$ cat src/rtl/mcpu_ctrl_if.sv
// Control bundle between the MCPU control unit and its datapath.
// The master side is the control unit; the slave side is the datapath.
interface mcpu_ctrl_if #(
  parameter int unsigned CNT_W = 32
);
  logic [31:0]      instr;
  logic             zero;
  logic             mem_ready;
  logic             mem_req;
  logic             mem_we;
  logic             memin;
  logic             pc_we;
  logic             ir_we;
  logic             mdr_we;
  logic             a_we;
  logic             b_we;
  logic             reg_we;
  logic [1:0]       dst;
  logic [1:0]       regin;
  logic [1:0]       alusrca;
  logic [1:0]       alusrcb;
  logic [2:0]       aluop;
  logic [1:0]       pcsrc;
  logic [3:0]       state;
  logic             halted;
  logic [1:0]       fault;
  logic [CNT_W-1:0] instret;

  modport master (
    input  instr, zero, mem_ready,
    output mem_req, mem_we, memin, pc_we, ir_we, mdr_we, a_we, b_we, reg_we,
           dst, regin, alusrca, alusrcb, aluop, pcsrc, state, halted, fault, instret
  );

  modport slave (
    output instr, zero, mem_ready,
    input  mem_req, mem_we, memin, pc_we, ir_we, mdr_we, a_we, b_we, reg_we,
           dst, regin, alusrca, alusrcb, aluop, pcsrc, state, halted, fault, instret
  );
endinterface

$ cat src/rtl/mcpu_ctrl.sv
// Multi-cycle MCPU control FSM: decodes IR, sequences datapath enables/selects,
// handles variable-latency memory with timeout, traps illegal opcodes, counts retires.
module mcpu_ctrl #(
  parameter int unsigned MEM_TIMEOUT = 16,
  parameter int unsigned CNT_W       = 32,
  parameter bit          EN_JAL      = 1'b1
) (
  input  logic      clk,
  input  logic      reset,
  mcpu_ctrl_if.master bus
);

  localparam int unsigned WAIT_W = (MEM_TIMEOUT < 2) ? 1 : $clog2(MEM_TIMEOUT + 1);
  localparam logic [WAIT_W-1:0] WAIT_LAST =
    WAIT_W'((MEM_TIMEOUT == 0) ? 0 : MEM_TIMEOUT - 1);

  localparam logic [5:0] OP_SPECIAL = 6'h00, OP_J   = 6'h02, OP_JAL = 6'h03,
                         OP_BEQ     = 6'h04, OP_BNE = 6'h05, OP_ADDI = 6'h08,
                         OP_XORI    = 6'h0E, OP_LW  = 6'h23, OP_SW  = 6'h2B;
  localparam logic [5:0] F_JR = 6'h08, F_ADD = 6'h20, F_SUB = 6'h22, F_SLT = 6'h2A;
  localparam logic [2:0] ALU_ADD = 3'b000, ALU_SUB = 3'b001, ALU_XOR = 3'b010, ALU_SLT = 3'b011;

  typedef enum logic [3:0] {
    S_FETCH    = 4'd0,  S_DECODE = 4'd1,  S_EXEC_R = 4'd2,  S_EXEC_I = 4'd3,
    S_MEM_ADDR = 4'd4,  S_MEM_RD = 4'd5,  S_MEM_WR = 4'd6,  S_WB_ALU = 4'd7,
    S_WB_MEM   = 4'd8,  S_BRANCH = 4'd9,  S_JUMP   = 4'd10, S_HALT   = 4'd11
  } state_t;

  state_t             state_q, state_d;
  logic [WAIT_W-1:0]  wait_q, wait_d;
  logic [CNT_W-1:0]   instret_q;
  logic               halted_q;
  logic [1:0]         fault_q, fault_d;
  logic               dst_rt_q, dst_rt_d;
  logic               retire;
  logic               illegal;
  logic               mem_state;
  logic               timeout;
  logic [5:0]         opcode, funct;
  logic               unused_instr;

  assign opcode       = bus.instr[31:26];
  assign funct        = bus.instr[5:0];
  assign unused_instr = ^bus.instr[25:6];

  assign mem_state = (state_q == S_FETCH) || (state_q == S_MEM_RD) || (state_q == S_MEM_WR);
  assign timeout   = (MEM_TIMEOUT != 0) && mem_state && !bus.mem_ready && (wait_q == WAIT_LAST);

  assign bus.state   = state_q;
  assign bus.halted  = halted_q;
  assign bus.fault   = fault_q;
  assign bus.instret = instret_q;

  // Next-state and datapath control decode
  always_comb begin
    state_d     = state_q;
    fault_d     = 2'd0;
    dst_rt_d    = dst_rt_q;
    retire      = 1'b0;
    illegal     = 1'b0;
    bus.mem_req = 1'b0;
    bus.mem_we  = 1'b0;
    bus.memin   = 1'b0;
    bus.pc_we   = 1'b0;
    bus.ir_we   = 1'b0;
    bus.mdr_we  = 1'b0;
    bus.a_we    = 1'b0;
    bus.b_we    = 1'b0;
    bus.reg_we  = 1'b0;
    bus.dst     = 2'd0;
    bus.regin   = 2'd0;
    bus.alusrca = 2'd0;
    bus.alusrcb = 2'd0;
    bus.aluop   = ALU_ADD;
    bus.pcsrc   = 2'd0;

    case (state_q)
      S_FETCH: begin
        bus.mem_req = 1'b1;
        bus.alusrcb = 2'd3;
        bus.pcsrc   = 2'd2;
        if (timeout) begin
          state_d = S_HALT;
          fault_d = 2'd2;
        end else if (bus.mem_ready) begin
          bus.ir_we = 1'b1;
          bus.pc_we = 1'b1;
          state_d   = S_DECODE;
        end
      end
      S_DECODE: begin
        bus.a_we = 1'b1;
        bus.b_we = 1'b1;
        case (opcode)
          OP_SPECIAL: begin
            if (funct == F_ADD || funct == F_SUB || funct == F_SLT) state_d = S_EXEC_R;
            else if (EN_JAL && funct == F_JR)                       state_d = S_JUMP;
            else                                                     illegal = 1'b1;
          end
          OP_ADDI, OP_XORI: state_d = S_EXEC_I;
          OP_LW, OP_SW:     state_d = S_MEM_ADDR;
          OP_BEQ, OP_BNE:   state_d = S_BRANCH;
          OP_J:             state_d = S_JUMP;
          OP_JAL: begin
            if (EN_JAL) state_d = S_JUMP;
            else        illegal = 1'b1;
          end
          default:          illegal = 1'b1;
        endcase
        if (illegal) begin
          state_d = S_HALT;
          fault_d = 2'd1;
        end
      end
      S_EXEC_R: begin
        bus.alusrca = 2'd1;
        bus.alusrcb = 2'd2;
        case (funct)
          F_SUB:   bus.aluop = ALU_SUB;
          F_SLT:   bus.aluop = ALU_SLT;
          default: bus.aluop = ALU_ADD;
        endcase
        dst_rt_d = 1'b0;
        state_d  = S_WB_ALU;
      end
      S_EXEC_I: begin
        bus.alusrca = 2'd1;
        bus.alusrcb = 2'd1;
        bus.aluop   = (opcode == OP_XORI) ? ALU_XOR : ALU_ADD;
        dst_rt_d    = 1'b1;
        state_d     = S_WB_ALU;
      end
      S_WB_ALU: begin
        bus.reg_we = 1'b1;
        bus.regin  = 2'd1;
        bus.dst    = {1'b0, dst_rt_q};
        retire     = 1'b1;
        state_d    = S_FETCH;
      end
      S_MEM_ADDR: begin
        bus.alusrca = 2'd1;
        bus.alusrcb = 2'd1;
        state_d     = (opcode == OP_LW) ? S_MEM_RD : S_MEM_WR;
      end
      S_MEM_RD: begin
        bus.mem_req = 1'b1;
        bus.memin   = 1'b1;
        if (timeout) begin
          state_d = S_HALT;
          fault_d = 2'd2;
        end else if (bus.mem_ready) begin
          bus.mdr_we = 1'b1;
          state_d    = S_WB_MEM;
        end
      end
      S_WB_MEM: begin
        bus.reg_we = 1'b1;
        bus.dst    = 2'd1;
        retire     = 1'b1;
        state_d    = S_FETCH;
      end
      S_MEM_WR: begin
        bus.mem_req = 1'b1;
        bus.mem_we  = 1'b1;
        bus.memin   = 1'b1;
        if (timeout) begin
          state_d = S_HALT;
          fault_d = 2'd2;
        end else if (bus.mem_ready) begin
          retire  = 1'b1;
          state_d = S_FETCH;
        end
      end
      S_BRANCH: begin
        bus.alusrca = 2'd1;
        bus.alusrcb = 2'd2;
        bus.aluop   = ALU_SUB;
        bus.pc_we   = (opcode == OP_BNE) ? ~bus.zero : bus.zero;
        retire      = 1'b1;
        state_d     = S_FETCH;
      end
      S_JUMP: begin
        bus.pc_we = 1'b1;
        if (opcode == OP_SPECIAL) begin
          bus.pcsrc = 2'd3;
        end else begin
          bus.pcsrc = 2'd1;
          if (opcode == OP_JAL) begin
            bus.reg_we = 1'b1;
            bus.dst    = 2'd2;
            bus.regin  = 2'd2;
          end
        end
        retire  = 1'b1;
        state_d = S_FETCH;
      end
      S_HALT: state_d = S_HALT;
      default: begin
        state_d = S_HALT;
        fault_d = 2'd1;
      end
    endcase

    // Wait counter restarts whenever a new state is entered
    if (state_d != state_q)               wait_d = '0;
    else if (mem_state && !bus.mem_ready) wait_d = wait_q + WAIT_W'(1);
    else                                  wait_d = wait_q;
  end

  always_ff @(posedge clk or negedge reset) begin
    if (!reset) begin
      state_q   <= S_FETCH;
      wait_q    <= '0;
      instret_q <= '0;
      halted_q  <= 1'b0;
      fault_q   <= 2'd0;
      dst_rt_q  <= 1'b0;
    end else begin
      state_q  <= state_d;
      wait_q   <= wait_d;
      dst_rt_q <= dst_rt_d;
      if (retire) instret_q <= instret_q + CNT_W'(1);
      if (state_d == S_HALT && state_q != S_HALT) begin
        halted_q <= 1'b1;
        fault_q  <= fault_d;
      end
    end
  end

endmodule

$ cat src/flat_wrapper.sv
// flat-port wrapper written by rule: the top's interface ports become plain ports
module mcpu_ctrl_flat 
#(
  parameter int unsigned MEM_TIMEOUT = 16,
  parameter int unsigned CNT_W       = 32,
  parameter bit          EN_JAL      = 1'b1
)
  (clk, reset, bus_instr, bus_zero, bus_mem_ready, bus_mem_req, bus_mem_we, bus_memin, bus_pc_we, bus_ir_we, bus_mdr_we, bus_a_we, bus_b_we, bus_reg_we, bus_dst, bus_regin, bus_alusrca, bus_alusrcb, bus_aluop, bus_pcsrc, bus_state, bus_halted, bus_fault, bus_instret);
  mcpu_ctrl_if #(.CNT_W(CNT_W)) bus_i ();
  input  logic clk;
  input  logic reset;
  input wire logic [$bits(bus_i.instr)-1:0] bus_instr;
  input wire logic [$bits(bus_i.zero)-1:0] bus_zero;
  input wire logic [$bits(bus_i.mem_ready)-1:0] bus_mem_ready;
  output wire logic [$bits(bus_i.mem_req)-1:0] bus_mem_req;
  output wire logic [$bits(bus_i.mem_we)-1:0] bus_mem_we;
  output wire logic [$bits(bus_i.memin)-1:0] bus_memin;
  output wire logic [$bits(bus_i.pc_we)-1:0] bus_pc_we;
  output wire logic [$bits(bus_i.ir_we)-1:0] bus_ir_we;
  output wire logic [$bits(bus_i.mdr_we)-1:0] bus_mdr_we;
  output wire logic [$bits(bus_i.a_we)-1:0] bus_a_we;
  output wire logic [$bits(bus_i.b_we)-1:0] bus_b_we;
  output wire logic [$bits(bus_i.reg_we)-1:0] bus_reg_we;
  output wire logic [$bits(bus_i.dst)-1:0] bus_dst;
  output wire logic [$bits(bus_i.regin)-1:0] bus_regin;
  output wire logic [$bits(bus_i.alusrca)-1:0] bus_alusrca;
  output wire logic [$bits(bus_i.alusrcb)-1:0] bus_alusrcb;
  output wire logic [$bits(bus_i.aluop)-1:0] bus_aluop;
  output wire logic [$bits(bus_i.pcsrc)-1:0] bus_pcsrc;
  output wire logic [$bits(bus_i.state)-1:0] bus_state;
  output wire logic [$bits(bus_i.halted)-1:0] bus_halted;
  output wire logic [$bits(bus_i.fault)-1:0] bus_fault;
  output wire logic [$bits(bus_i.instret)-1:0] bus_instret;
  assign bus_i.instr = bus_instr;
  assign bus_i.zero = bus_zero;
  assign bus_i.mem_ready = bus_mem_ready;
  assign bus_mem_req = bus_i.mem_req;
  assign bus_mem_we = bus_i.mem_we;
  assign bus_memin = bus_i.memin;
  assign bus_pc_we = bus_i.pc_we;
  assign bus_ir_we = bus_i.ir_we;
  assign bus_mdr_we = bus_i.mdr_we;
  assign bus_a_we = bus_i.a_we;
  assign bus_b_we = bus_i.b_we;
  assign bus_reg_we = bus_i.reg_we;
  assign bus_dst = bus_i.dst;
  assign bus_regin = bus_i.regin;
  assign bus_alusrca = bus_i.alusrca;
  assign bus_alusrcb = bus_i.alusrcb;
  assign bus_aluop = bus_i.aluop;
  assign bus_pcsrc = bus_i.pcsrc;
  assign bus_state = bus_i.state;
  assign bus_halted = bus_i.halted;
  assign bus_fault = bus_i.fault;
  assign bus_instret = bus_i.instret;
  mcpu_ctrl #(.MEM_TIMEOUT(MEM_TIMEOUT), .CNT_W(CNT_W), .EN_JAL(EN_JAL)) u_core (.clk(clk), .reset(reset), .bus(bus_i));
endmodule
$ cat config.mk
export PLATFORM = sky130hd
export DESIGN_NAME = mcpu_ctrl_flat
export DESIGN_NICKNAME = d
export VERILOG_FILES = /design/src/rtl/mcpu_ctrl_if.sv /design/src/rtl/mcpu_ctrl.sv /design/src/flat_wrapper.sv
export SDC_FILE = /design/constraint.sdc
export NUM_CORES = 1
export LEC_CHECK = 0
export BUFFER_PORTS_ARGS = -buffer_cell sky130_fd_sc_hd__buf_2
export CORE_ASPECT_RATIO = 0.8
export CORE_MARGIN = 2
export CORE_UTILIZATION = 38
export DETAILED_ROUTE_END_ITERATION = 8
export PLACE_DENSITY_LB_ADDON = 0.1
export RECOVER_POWER = 50
export SLEW_MARGIN = 40
export SYNTH_ARGS = -nofsm -noshare
export SYNTH_HDL_FRONTEND = slang
export SYNTH_SLANG_ARGS = --single-unit
$ cat constraint.sdc
create_clock -name clk -period 3.5 [get_ports clk]
set_input_delay 0.875 -clock clk [delete_from_list [all_inputs] [get_ports clk]]
set_output_delay 0.875 -clock clk [all_outputs]
set_load 0.05 [all_outputs]
**Word level (Yosys, flattened, before mapping)**

Cells that the tools add are included.

- Reduce and logical (&&, ||, !) cells: 26
- Muxes and demuxes: 47
- Bitwise gates (word level): 1
- Eq/ne operators: 27
- Add/subtract/negate cells: 2

Operators by type and width:

| cell | number |
|---|---|
| $mux W4 | 9 |
| $add A32 B1 Y32 const B | 1 |
| $eq A6 B6 Y1 const B | 5 |
| $pmux W4 S7 | 1 |
| $eq A4 B4 Y1 const B | 5 |
| $pmux W4 S5 | 1 |
| $eq A6 B4 Y1 const B | 3 |
| $pmux W2 S3 | 3 |
| $reduce_or A2 Y1 | 9 |
| $eq A4 B3 Y1 const B | 4 |
| $mux W1 | 16 |
| $reduce_or A8 Y1 | 2 |
| $eq A6 B2 Y1 const B | 2 |
| $eq A6 B3 Y1 const B | 2 |
| $mux W2 | 6 |
| $pmux W2 S2 | 3 |
| $mux W5 | 2 |
| $pmux W3 S3 | 1 |
| $eq A4 B2 Y1 const B | 2 |
| $pmux W1 S2 | 4 |
| $reduce_or A4 Y1 | 2 |
| $logic_not A6 Y1 | 1 |
| $add A5 B1 Y5 const B | 1 |
| $eq A5 B4 Y1 const B | 1 |
| other kinds (11) | 17 |

- Register bits after elaboration: 45
- Output and inout port bits: 61
- Input port bits: 36
- Word-level logic and storage cells: 109

**Logic depth before layout (Yosys ltp)**

Gate-level depths: netlist of the first run.

- Depth in word-level cells: 10
- Depth in mapped cells: 9
- Mapped depth without buffers: 9

**Least setup slack after synthesis of the first run**

OpenSTA, ideal clock, no wires.

- Path type: input port to output port
- From: input bus_instr[27]
- To: output bus_pcsrc[1]
- Path slack: -0.078 ns
- Cell stages on the path: 5
- Arrival time: 2.703 ns
- Required time: 2.625 ns
- Buffers on the path: 1
- Cell sequence: buf_6 nor3_1 nand3b_1 o21ai_0 nor3b_1

- Cells in the longest elaborated chain, start to end: 3

RTL lines:

| item | line | source |
|---|---|---|
| start, declared | flat_wrapper.sv:12 | `input wire logic [$bits(bus_i.instr)-1:0] bus_instr;` |
| $logic_not A6 Y1 | mcpu_ctrl.sv:184 | `if (opcode == OP_SPECIAL) begin` |
| $mux W2 | mcpu_ctrl.sv:184 |  |
| $pmux W2 S2 | mcpu_ctrl.sv:77 | `case (state_q)` |
| end, declared | flat_wrapper.sv:29 | `output wire logic [$bits(bus_i.pcsrc)-1:0] bus_pcsrc;` |

No other way between the ends.

**Worst setup path after layout of the first run**

- From: register u_core.state_q[0], in the netlist u_core.bus.state[0]
- To: output bus_aluop[0]

- Cells in the longest elaborated chain, start to end: 2
- Elaborated cells on any way between the ends: 4
- Those cells by class: eq/ne (3); mux (1)

RTL lines:

| item | line | source |
|---|---|---|
| start, declared | mcpu_ctrl.sv:29 | `state_t state_q, state_d;` |
| start signal, assigned | mcpu_ctrl.sv:219 | `state_q <= state_d;` |
| $eq A4 B4 Y1 or $eq A4 B2 Y1 (tied branches) | mcpu_ctrl.sv:77 |  |
| $pmux W3 S3 * | mcpu_ctrl.sv:77 |  |
| end, declared | flat_wrapper.sv:28 | `output wire logic [$bits(bus_i.aluop)-1:0] bus_aluop;` |

Mark *: on every way between the ends. The rest lies on a longest branch, timed or not.

==> impl_metrics.json, run 1 <==
{
  "fin_tns_setup_ps": 0,
  "slowest_delay_ps": 660,
  "fin_nets": 426,
  "syn_inst": 318,
  "cts_resized": 0,
  "dr_total_vias": 2597,
  "timing.slew.headroom": -0.290,
  "postLayoutCoreUtil": 0.466,
  "arrival_ps": 2290,
  "rows": 28,
  "yosysSeqAreaShare": 0.385,
  "synth_seq_cells": 45,
  "grt_setup_unrepaired": "false",
  "antenna_found_initial": 0,
  "core_um2": 7430,
  "slew_viol_final": 37,
  "status": "finished, violations left",
  "drt_iter0_drc": 191,
  "cts.path.max_buffers": 2,
  "yosys.area_share.simple": 0.277,
  "worstMarginPinSlew_ps": 1940,
  "diodes": 0,
  "crit_buf_inv": 1,
  "yosys-top-cells-area": "dfrtp_1 38%, xnor2_1 8.4%, nand2_1 3.5%, nor2_1 3.3%, xor2_1 3.3%",
  "postSynth.asyncResetShare": 1.00,
  "critical_path.max_fanout": 24,
  "crit_path_top_delay_cell": "dfrtp_1",
  "hold_viol": 0,
  "first_pass_iters": 4,
  "start_kind": "flop",
  "path_delay_family": "simple AND/OR/NAND/NOR gates",
  "p_leak_nw": 1.48,
  "grtUsageTotal": 0.180,
  "start_util": 0.394,
  "ys_warn_count": 0,
  "cts_tree": "built",
  "syn2layout_area_growth_pct": 18.4,
  "setup_ws_ps": 331,
  "synthTopCellsByCount": "45 x dfrtp_1, 28 x xnor2_1, 27 x nand2_1",
  "htree_levels": 2,
  "fmax_ghz": 0.316,
  "pre_cts_slack_ps": 401,
  "cts.clk_slew.worst_paths_ps": 90,
  "drc": 0,
  "synth_cell_types": 66,
  "required_ps": 2620,
  "max-cap-violations": 1,
  "hp-class": "reg -> reg",
  "endpoint_kind": "output port",
  "crit_chain": "nor2b_1 -> nand4_1 -> or2_2 -> a21oi_1 -> buf_2",
  "die_w_um": 102,
  "cts_setup_buffers": 0,
  "yosysMostFrequentCell": "dfrtp_1",
  "gp_congestion": 0.842,
  "wl_per_cell_um": 14.6,
  "finClkSkew_ps": 11.1,
  "violations": "capacitance limit, slew limit",
  "clk_latency_ps": 310,
  "syn_avg_cell_area_um2": 9.20,
  "synth.cell_area_um2": 2930,
  "cts-root-buf": "clkbuf_8",
  "antenna_left": 0,
  "dp_hpwl_um": 5410,
  "synth_area_leader_cell": "dfrtp_1",
  "dieHeight_um": 82.5,
  "period_share": 0.905,
  "ctsHoldBuffers": 0,
  "synthXorXnorAreaFrac": 0.117,
  "drt-total-wl_um": 7200,
  "finalCriticalPeriod_ps": 3170,
  "ir_drop_uv": 508,
  "portBuffers": 74,
  "synth_edf_count": 0,
  "path_class": "reg -> out",
  "cts_sinks": 45,
  "synth_top_family_by_area": "simple AND/OR/NAND/NOR gates",
  "synthAdderAreaFrac": 0.0128,
  "ioPinCount": 97,
  "synth_compound_area_frac": 0.151,
  "cts_buffers": 5,
  "drive_above_1_share": 0.188,
  "synthFlopType": "dfrtp_1",
  "grt.overflow.total": 0,
  "muxShareOfSynthArea": 0.0107,
  "synth_top_area_frac": 0.385,
  "grt_max_degree": 37,
  "grt_pass1_wl_um": 11900,
  "grt_pass1_vias": 2383,
  "power.total_w": 0.00267,
  "viasPerCell": 5.27,
  "power.density_nw_per_um2": 771,
  "finalSetupViolCount": 0,
  "dieArea_um2": 8420
}
==> power breakdown <==
group	switching (W)	total (W)	internal (W)
sequential	0.000155	0.000749	0.000594
combinational	0.00103	0.00144	0.000405
clock	0.000194	0.000481	0.000287
==> through the flow <==
step	std cells	cell area (µm²)	hold WS, ps
2_1_floorplan	319	2930	448
3_3_place_gp	485	3360	463
3_5_place_dp	485	3360	460
4_1_cts	493	3500	414
5_1_grt	493	3460	485
6_report	493	3460	470
==> layout by cell type, fill, tap and decap left out, types with 6 or more instances in the layout <==
master and instances:
a21oi_1 9, and3_1 9, and4_1 6, buf_2 46, clkbuf_1 29, dfrtp_1 45
inv_1 6, nand2_1 27, nand2b_1 7, nand3_1 19, nand4_1 8, nor2_1 26
nor3_1 10, o21ai_0 7, xnor2_1 28, xor2_1 11
==> path summary, 6_finish.rpt <==
kind / from / endpoint / slack (ps) / depth (start not counted)
min: u_core.bus.instret[31]$_DFFE_PN0P_ / u_core.bus.instret[31]$_DFFE_PN0P_ / 470 / 1
min reg2reg: u_core.bus.instret[31]$_DFFE_PN0P_ / u_core.bus.instret[31]$_DFFE_PN0P_ / 470 / 1
min in group asynchronous: reset / u_core.bus.instret[30]$_DFFE_PN0P_ / 500 / 1
max: u_core.bus.state[0]$_DFF_PN0_ / bus_aluop[0] / 330 / 5
max in group asynchronous: reset / u_core.bus.state[2]$_DFF_PN0_ / 830 / 2
max reg2reg: u_core.wait_q[0]$_DFFE_PN0P_ / u_core.bus.fault[0]$_DFFE_PN0P_ / 550 / 9
==> state kept, by name, indices dropped and copies added, names as in the netlist <==
register,count
u_core.wait_q,5
u_core.bus.fault,2
u_core.bus.halted,1
u_core.bus.state,4
u_core.bus.instret,32
u_core.dst_rt_q,1
==> cell families (layout without fill, tap and decap cells) <==
kind of cell,count (synthesis),count (layout)
adder cells (fa/ha/maj),3,3
multiplexers,3,3
AND/OR/NAND/NOR,146,146
AO/OA/AOI/OAI,57,57
XOR/XNOR,39,39
flip-flops,45,45
other,1,2
buffers and inverters,24,93
==> area by class of cell <==
cell class / instances / area [µm²]
clock inverters: 3 / 68.8
repair buffers: 79 / 369
multi-input cells: 250 / 1680
fillers: 779 / 3960
well taps: 105 / 131
flip-flops and latches: 45 / 1130
clock buffers: 5 / 68.8
inverters: 6 / 22.5
==> worst register-to-register path, delay by kind of cell (launching register included) <==
| kind | cells | cell delay (ps) |
|---|---|---|
| flip-flops | 1 | 400 |
| adder cells (fa/ha/maj) | 2 | 480 |
| AND/OR/NAND/NOR | 2 | 650 |
| AO/OA/AOI/OAI | 5 | 1290 |
==> per-layer routing <==
metal	global-route usage	share of wire	vias to the layer above
met4	0.0400	0.0090	0
met5	0	0	-
met2	0.256	0.42	74
li1	-	-	1275
met3	0.0505	0.067	7
met1	0.271	0.50	1241
(Power assumes the default switching activity.)
==> run 2: changes to the inputs <==
--- a/config.mk
+++ b/config.mk
@@ -12,6 +12,7 @@
 export DETAILED_ROUTE_END_ITERATION = 8
 export PLACE_DENSITY_LB_ADDON = 0.1
 export RECOVER_POWER = 50
+export REMOVE_ABC_BUFFERS = 1
 export SLEW_MARGIN = 40
 export SYNTH_ARGS = -nofsm -noshare
 export SYNTH_HDL_FRONTEND = slang
==> run 2 against run 1 <==
Against the previous run:
- the flow now finishes without violations
- clock skew down 4.9 ps
- global-route usage decreased by 0.34 points
- highest routed layer unchanged
- fmax up 2.2%
- count of clock-buffer cells in the layout unchanged
- power fell by 5.8%
- sequential share of layout area is 0.46 points higher
- via count rose by 1.5%
- largest power group unchanged
==> impl_metrics.json, run 2 (synthesized netlist as in run 1, its figures left out) <==
{
  "status": "finished, final reports clean",
  "viasPerCell": 5.35,
  "endpoint_kind": "output port",
  "power.total_w": 0.00252,
  "grt.overflow.total": 0,
  "grt_setup_unrepaired": "false",
  "cts_resized": 0,
  "first_pass_iters": 5,
  "ioPinCount": 97,
  "path_class": "in -> out",
  "worstMarginPinSlew_ps": 682,
  "dieHeight_um": 82.5,
  "fin_nets": 426,
  "cts_buffers": 5,
  "grt_pass1_wl_um": 11700,
  "max-cap-violations": 0,
  "cts_setup_buffers": 0,
  "required_ps": 2620,
  "clk_latency_ps": 300,
  "finClkSkew_ps": 6.22,
  "cts.clk_slew.worst_paths_ps": 90,
  "diodes": 0,
  "syn2layout_area_growth_pct": 16.9,
  "finalSetupViolCount": 0,
  "dr_total_vias": 2636,
  "cts_sinks": 45,
  "ctsHoldBuffers": 0,
  "timing.slew.headroom": 0.543,
  "drt_iter0_drc": 203,
  "finalCriticalPeriod_ps": 3100,
  "dpl_cell_area_um2": 3360,
  "grtUsageTotal": 0.177,
  "htree_levels": 2,
  "cts_tree": "built",
  "power.density_nw_per_um2": 736,
  "drt-total-wl_um": 7030,
  "hold_viol": 0,
  "rows": 28,
  "gp_congestion": 0.841,
  "start_kind": "input pin",
  "cts.path.max_buffers": 2,
  "core_um2": 7430,
  "layout_commonest_cell": "buf_2",
  "die_w_um": 102,
  "hp-class": "reg -> reg",
  "setup_ws_ps": 398,
  "p_leak_nw": 1.47,
  "wl_per_cell_um": 14.3,
  "portBuffers": 74,
  "dieArea_um2": 8420,
  "ir_drop_uv": 497,
  "slew_viol_final": 0,
  "layout_common_cells": "48 x buf_2, 44 x dfrtp_1, 28 x xnor2_1, 27 x nand2_1",
  "period_share": 0.886,
  "start_util": 0.394,
  "drive_above_1_share": 0.196,
  "pre_cts_slack_ps": 410,
  "cts-root-buf": "clkbuf_8",
  "antenna_found_initial": 0,
  "design_area_um2": 3420,
  "dp_hpwl_um": 5230,
  "grt_max_degree": 46,
  "fmax_ghz": 0.322,
  "drc": 0,
  "critical_path.max_fanout": 3,
  "largest_register_ffs": 32,
  "grt_pass1_vias": 2313,
  "arrival_ps": 2230,
  "antenna_left": 0
}
[run 2: final timing paths]
kind                                                    startpoint                                  to  slack [ps]  cells past startpoint
worst min-delay path            u_core.bus.instret[31]$_DFFE_PN0P_  u_core.bus.instret[31]$_DFFE_PN0P_         470                      1
min in group asynchronous                                    reset       u_core.bus.state[0]$_DFF_PN0_         560                      1
worst max register to register        u_core.wait_q[0]$_DFFE_PN0P_     u_core.bus.fault[0]$_DFFE_PN0P_         580                      9
max in group asynchronous                                    reset       u_core.bus.state[2]$_DFF_PN0_        2530                      1
worst min register to register  u_core.bus.instret[31]$_DFFE_PN0P_  u_core.bus.instret[31]$_DFFE_PN0P_         470                      1
worst max-delay path                                  bus_instr[0]                        bus_aluop[0]         400                      6
[run 2: cell type report]
type | count | area, µm²
Inverter | 6 | 22.5
Tap cell | 105 | 131
Timing Repair Buffer | 79 | 375
Clock inverter | 3 | 21.3
Clock buffer | 5 | 68.8
Multi-Input combinational cell | 250 | 1670
Sequential cell | 45 | 1130
Fill cell | 775 | 4010
[run 2: power breakdown]
group          leakage (nW)  internal, W  switching [W]  total [W]
Clock                0.0445     0.000142       0.000189   0.000331
Sequential            0.581     0.000596       0.000150   0.000746
Combinational         0.844     0.000398        0.00104    0.00144
Total                  1.47      0.00114        0.00138    0.00252
[run 2: metrics by stage]
stage / util / hold slack (ps) / cells / TNS [ps]
3_3_place_gp: 0.452 / 457 / 485 / 0
4_1_cts: 0.465 / 474 / 493 / 0
3_5_place_dp: 0.453 / 460 / 485 / 0
6_report: 0.460 / 472 / 493 / 0
2_1_floorplan: - / 449 / 301 / -5990
5_1_grt: 0.460 / 501 / 493 / 0
[run 2: critical path: stages]
cell and delay (ps):
buf_2 90, nor3_1 330, nand4_1 200, or2_2 310, a21oi_1 140, buf_2 280
[run 2: routing by layer]
layer / share of wire / global-route usage / vias up / wire, µm
met5: 0 / 0 / - / 0
met1: 0.50 / 0.274 / 1261 / 3550
met2: 0.43 / 0.245 / 79 / 3000
met4: 0.014 / 0.0493 / 0 / 99
met3: 0.055 / 0.0362 / 12 / 388
li1: - / - / 1284 / -
==> run 3: changes to the inputs <==
==> constraint.sdc (replaced) <==
create_clock -name clk -period 2.5 [get_ports clk]
set_input_delay 0.625 -clock clk [delete_from_list [all_inputs] [get_ports clk]]
set_output_delay 0.625 -clock clk [all_outputs]
set_load 0.05 [all_outputs]
==> run 3 against run 2 <==
Against the previous run:
- the run now ends with setup timing left
- clock skew is 1.1 ps lower
- largest cell class unchanged
- critical path type is now reg -> reg
- clock power up 38%
- highest routed layer unchanged
- power grew 58%
==> impl_metrics.json, run 3 (synthesized netlist as in run 1, its figures left out) <==
{
  "fin_nets": 476,
  "finalSetupViolCount": 3,
  "start_kind": "flop",
  "combinationalPowerShare": 0.638,
  "rows": 28,
  "first_pass_iters": 4,
  "crit_buf_inv": 0,
  "setup.worst_path.start": "u_core.wait_q[0]$_DFFE_PN0P_",
  "htree_levels": 2,
  "start_util": 0.394,
  "setup_ws_ps": -22.8,
  "fin_tns_setup_ps": -43.1,
  "p_switching_w": 0.00208,
  "slew_viol_final": 0,
  "fmax_ghz": 0.396,
  "die_w_um": 102,
  "path_delay_family": "compound AO/OA/AOI/OAI gates",
  "grt_use_met1": 0.299,
  "postLayoutCoreUtil": 0.532,
  "pwr-share-seq": 0.247,
  "grt_max_degree": 28,
  "slowest_delay_ps": 470,
  "drt_iter0_drc": 196,
  "crit_path_top_delay_cell": "or4b_4",
  "grt_pass1_vias": 2579,
  "power.density_nw_per_um2": 1000,
  "cts_tree": "built",
  "dr_total_vias": 2806,
  "timing.rr.start": "u_core.wait_q[0]$_DFFE_PN0P_",
  "hp-class": "reg -> reg",
  "largest_register_ffs": 32,
  "dieHeight_um": 82.5,
  "wl_per_cell_um": 15.0,
  "layout_common_cells": "58 x buf_4, 44 x buf_2, 43 x dfrtp_1, 28 x xnor2_1, 27 x nand2_1",
  "ioPinCount": 97,
  "dp_hpwl_um": 6070,
  "portBuffers": 74,
  "pwr-share-clk": 0.115,
  "syn2layout_area_growth_pct": 34.9,
  "status": "finished, violations left",
  "grt.busiest_layer": "met1",
  "violations": "setup timing",
  "grt_util_met2": 0.289,
  "arrival_ps": 2710,
  "hold_viol": 0,
  "cts-root-buf": "clkbuf_8",
  "intPower_w": 0.00189,
  "grt_setup_unrepaired": "true",
  "finClkSkew_ps": 5.16,
  "cts_sinks": 45,
  "diodes": 0,
  "core_um2": 7430,
  "finalCriticalPeriod_ps": 2520,
  "endpoint_kind": "flop",
  "grtUsageTotal": 0.195,
  "power.total_w": 0.00397,
  "path_class": "reg -> reg",
  "swShare": 0.524,
  "gp_congestion": 0.859,
  "crit_chain": "ha_2 -> and3_4 -> ha_4 -> or4b_4 -> a31oi_4 -> a41oi_2 -> a31o_1 -> a211o_4 -> o311a_1",
  "drive_above_1_share": 0.340,
  "layout_commonest_cell": "buf_4",
  "dpl_cell_area_um2": 3700,
  "dieArea_um2": 8420,
  "period_share": 1.01,
  "drc": 0,
  "max-cap-violations": 0,
  "antenna_left": 0,
  "timing.slew.headroom": 0.0449,
  "design_area_um2": 3950,
  "grt_pass1_wl_um": 12900,
  "required_ps": 2690,
  "cts.clk_slew.worst_paths_ps": 90,
  "min-delay-start": "u_core.bus.instret[31]$_DFFE_PN0P_",
  "worstMarginPinSlew_ps": 1430,
  "critical_path.max_fanout": 3,
  "antenna_found_initial": 0,
  "grt.overflow.total": 0,
  "clk_latency_ps": 300,
  "cts.path.max_buffers": 2,
  "viasPerCell": 5.17,
  "globalRouteMet3Util": 0.0337,
  "p_leak_nw": 1.73,
  "ir_drop_uv": 810,
  "drt-total-wl_um": 8130,
  "fill_cells": 751,
  "cts_buffers": 5
}
[run 3: area by class of cell]
class | count | area (µm²) | area share
clock buffer | 5 | 68.8 | 0.0174
multi-input combinational | 250 | 1800 | 0.455
clock inverter | 3 | 21.3 | 0.00539
sequential | 45 | 1130 | 0.286
inverter | 6 | 22.5 | 0.00571
timing repair buffer | 129 | 779 | 0.197
tap | 105 | 131 | 0.0333
[run 3: per-stage QoR]
step                hold WS (ps)  worst slack [ps]  cells
global placement             461             -87.9    531
global route                 502              -113    543
floorplan                    329             -1880    301
CTS                          347              -107    541
finish                       478             -22.8    543
detailed placement           460              -109    531
[run 3: final timing paths]
path	to	slack, ps	depth (start not counted)
setup / recovery	u_core.bus.fault[0]$_DFFE_PN0P_	-20	9
hold / removal	u_core.bus.instret[31]$_DFFE_PN0P_	480	1
setup reg to reg	u_core.bus.fault[0]$_DFFE_PN0P_	-20	9
hold reg to reg	u_core.bus.instret[31]$_DFFE_PN0P_	480	1
max in group asynchronous	u_core.bus.instret[14]$_DFFE_PN0P_	730	2
min in group asynchronous	u_core.bus.state[0]$_DFF_PN0_	650	1
[run 3: repair_timing]
action / in CTS / in global routing
gates resized for setup: 19 / 25
buffers inserted: 2 / 2
pin swaps: 8 / 7
endpoints found under the setup margin: 13 / 22
hold buffers: 0 / 0
[run 3: power by group through the flow]
| stage | Clock [W] | Sequential [W] | Combinational (W) |
|---|---|---|---|
| 2_1_floorplan | 0 | 0.00139 | 0.00115 |
| 3_3_place_gp | 0 | 0.000989 | 0.00234 |
| 3_5_place_dp | 0 | 0.000989 | 0.00237 |
| 4_1_cts | 0.000477 | 0.000972 | 0.00244 |
| 5_1_grt | 0.000505 | 0.000995 | 0.00271 |
| 6_report | 0.000458 | 0.000978 | 0.00253 |
[run 3: routing by layer]
metal,vias up,share of wire
met5,-,0
met4,0,0.0098
met3,8,0.040
met2,62,0.44
met1,1361,0.51
li1,1375,-
[run 3: worst reg2reg max path, delay by kind of cell (launching register included)]
kind / cells / cell delay, ps
fa+ha+maj: 2 / 310
compound gates: 5 / 1080
simple gates: 2 / 650
flops: 1 / 370
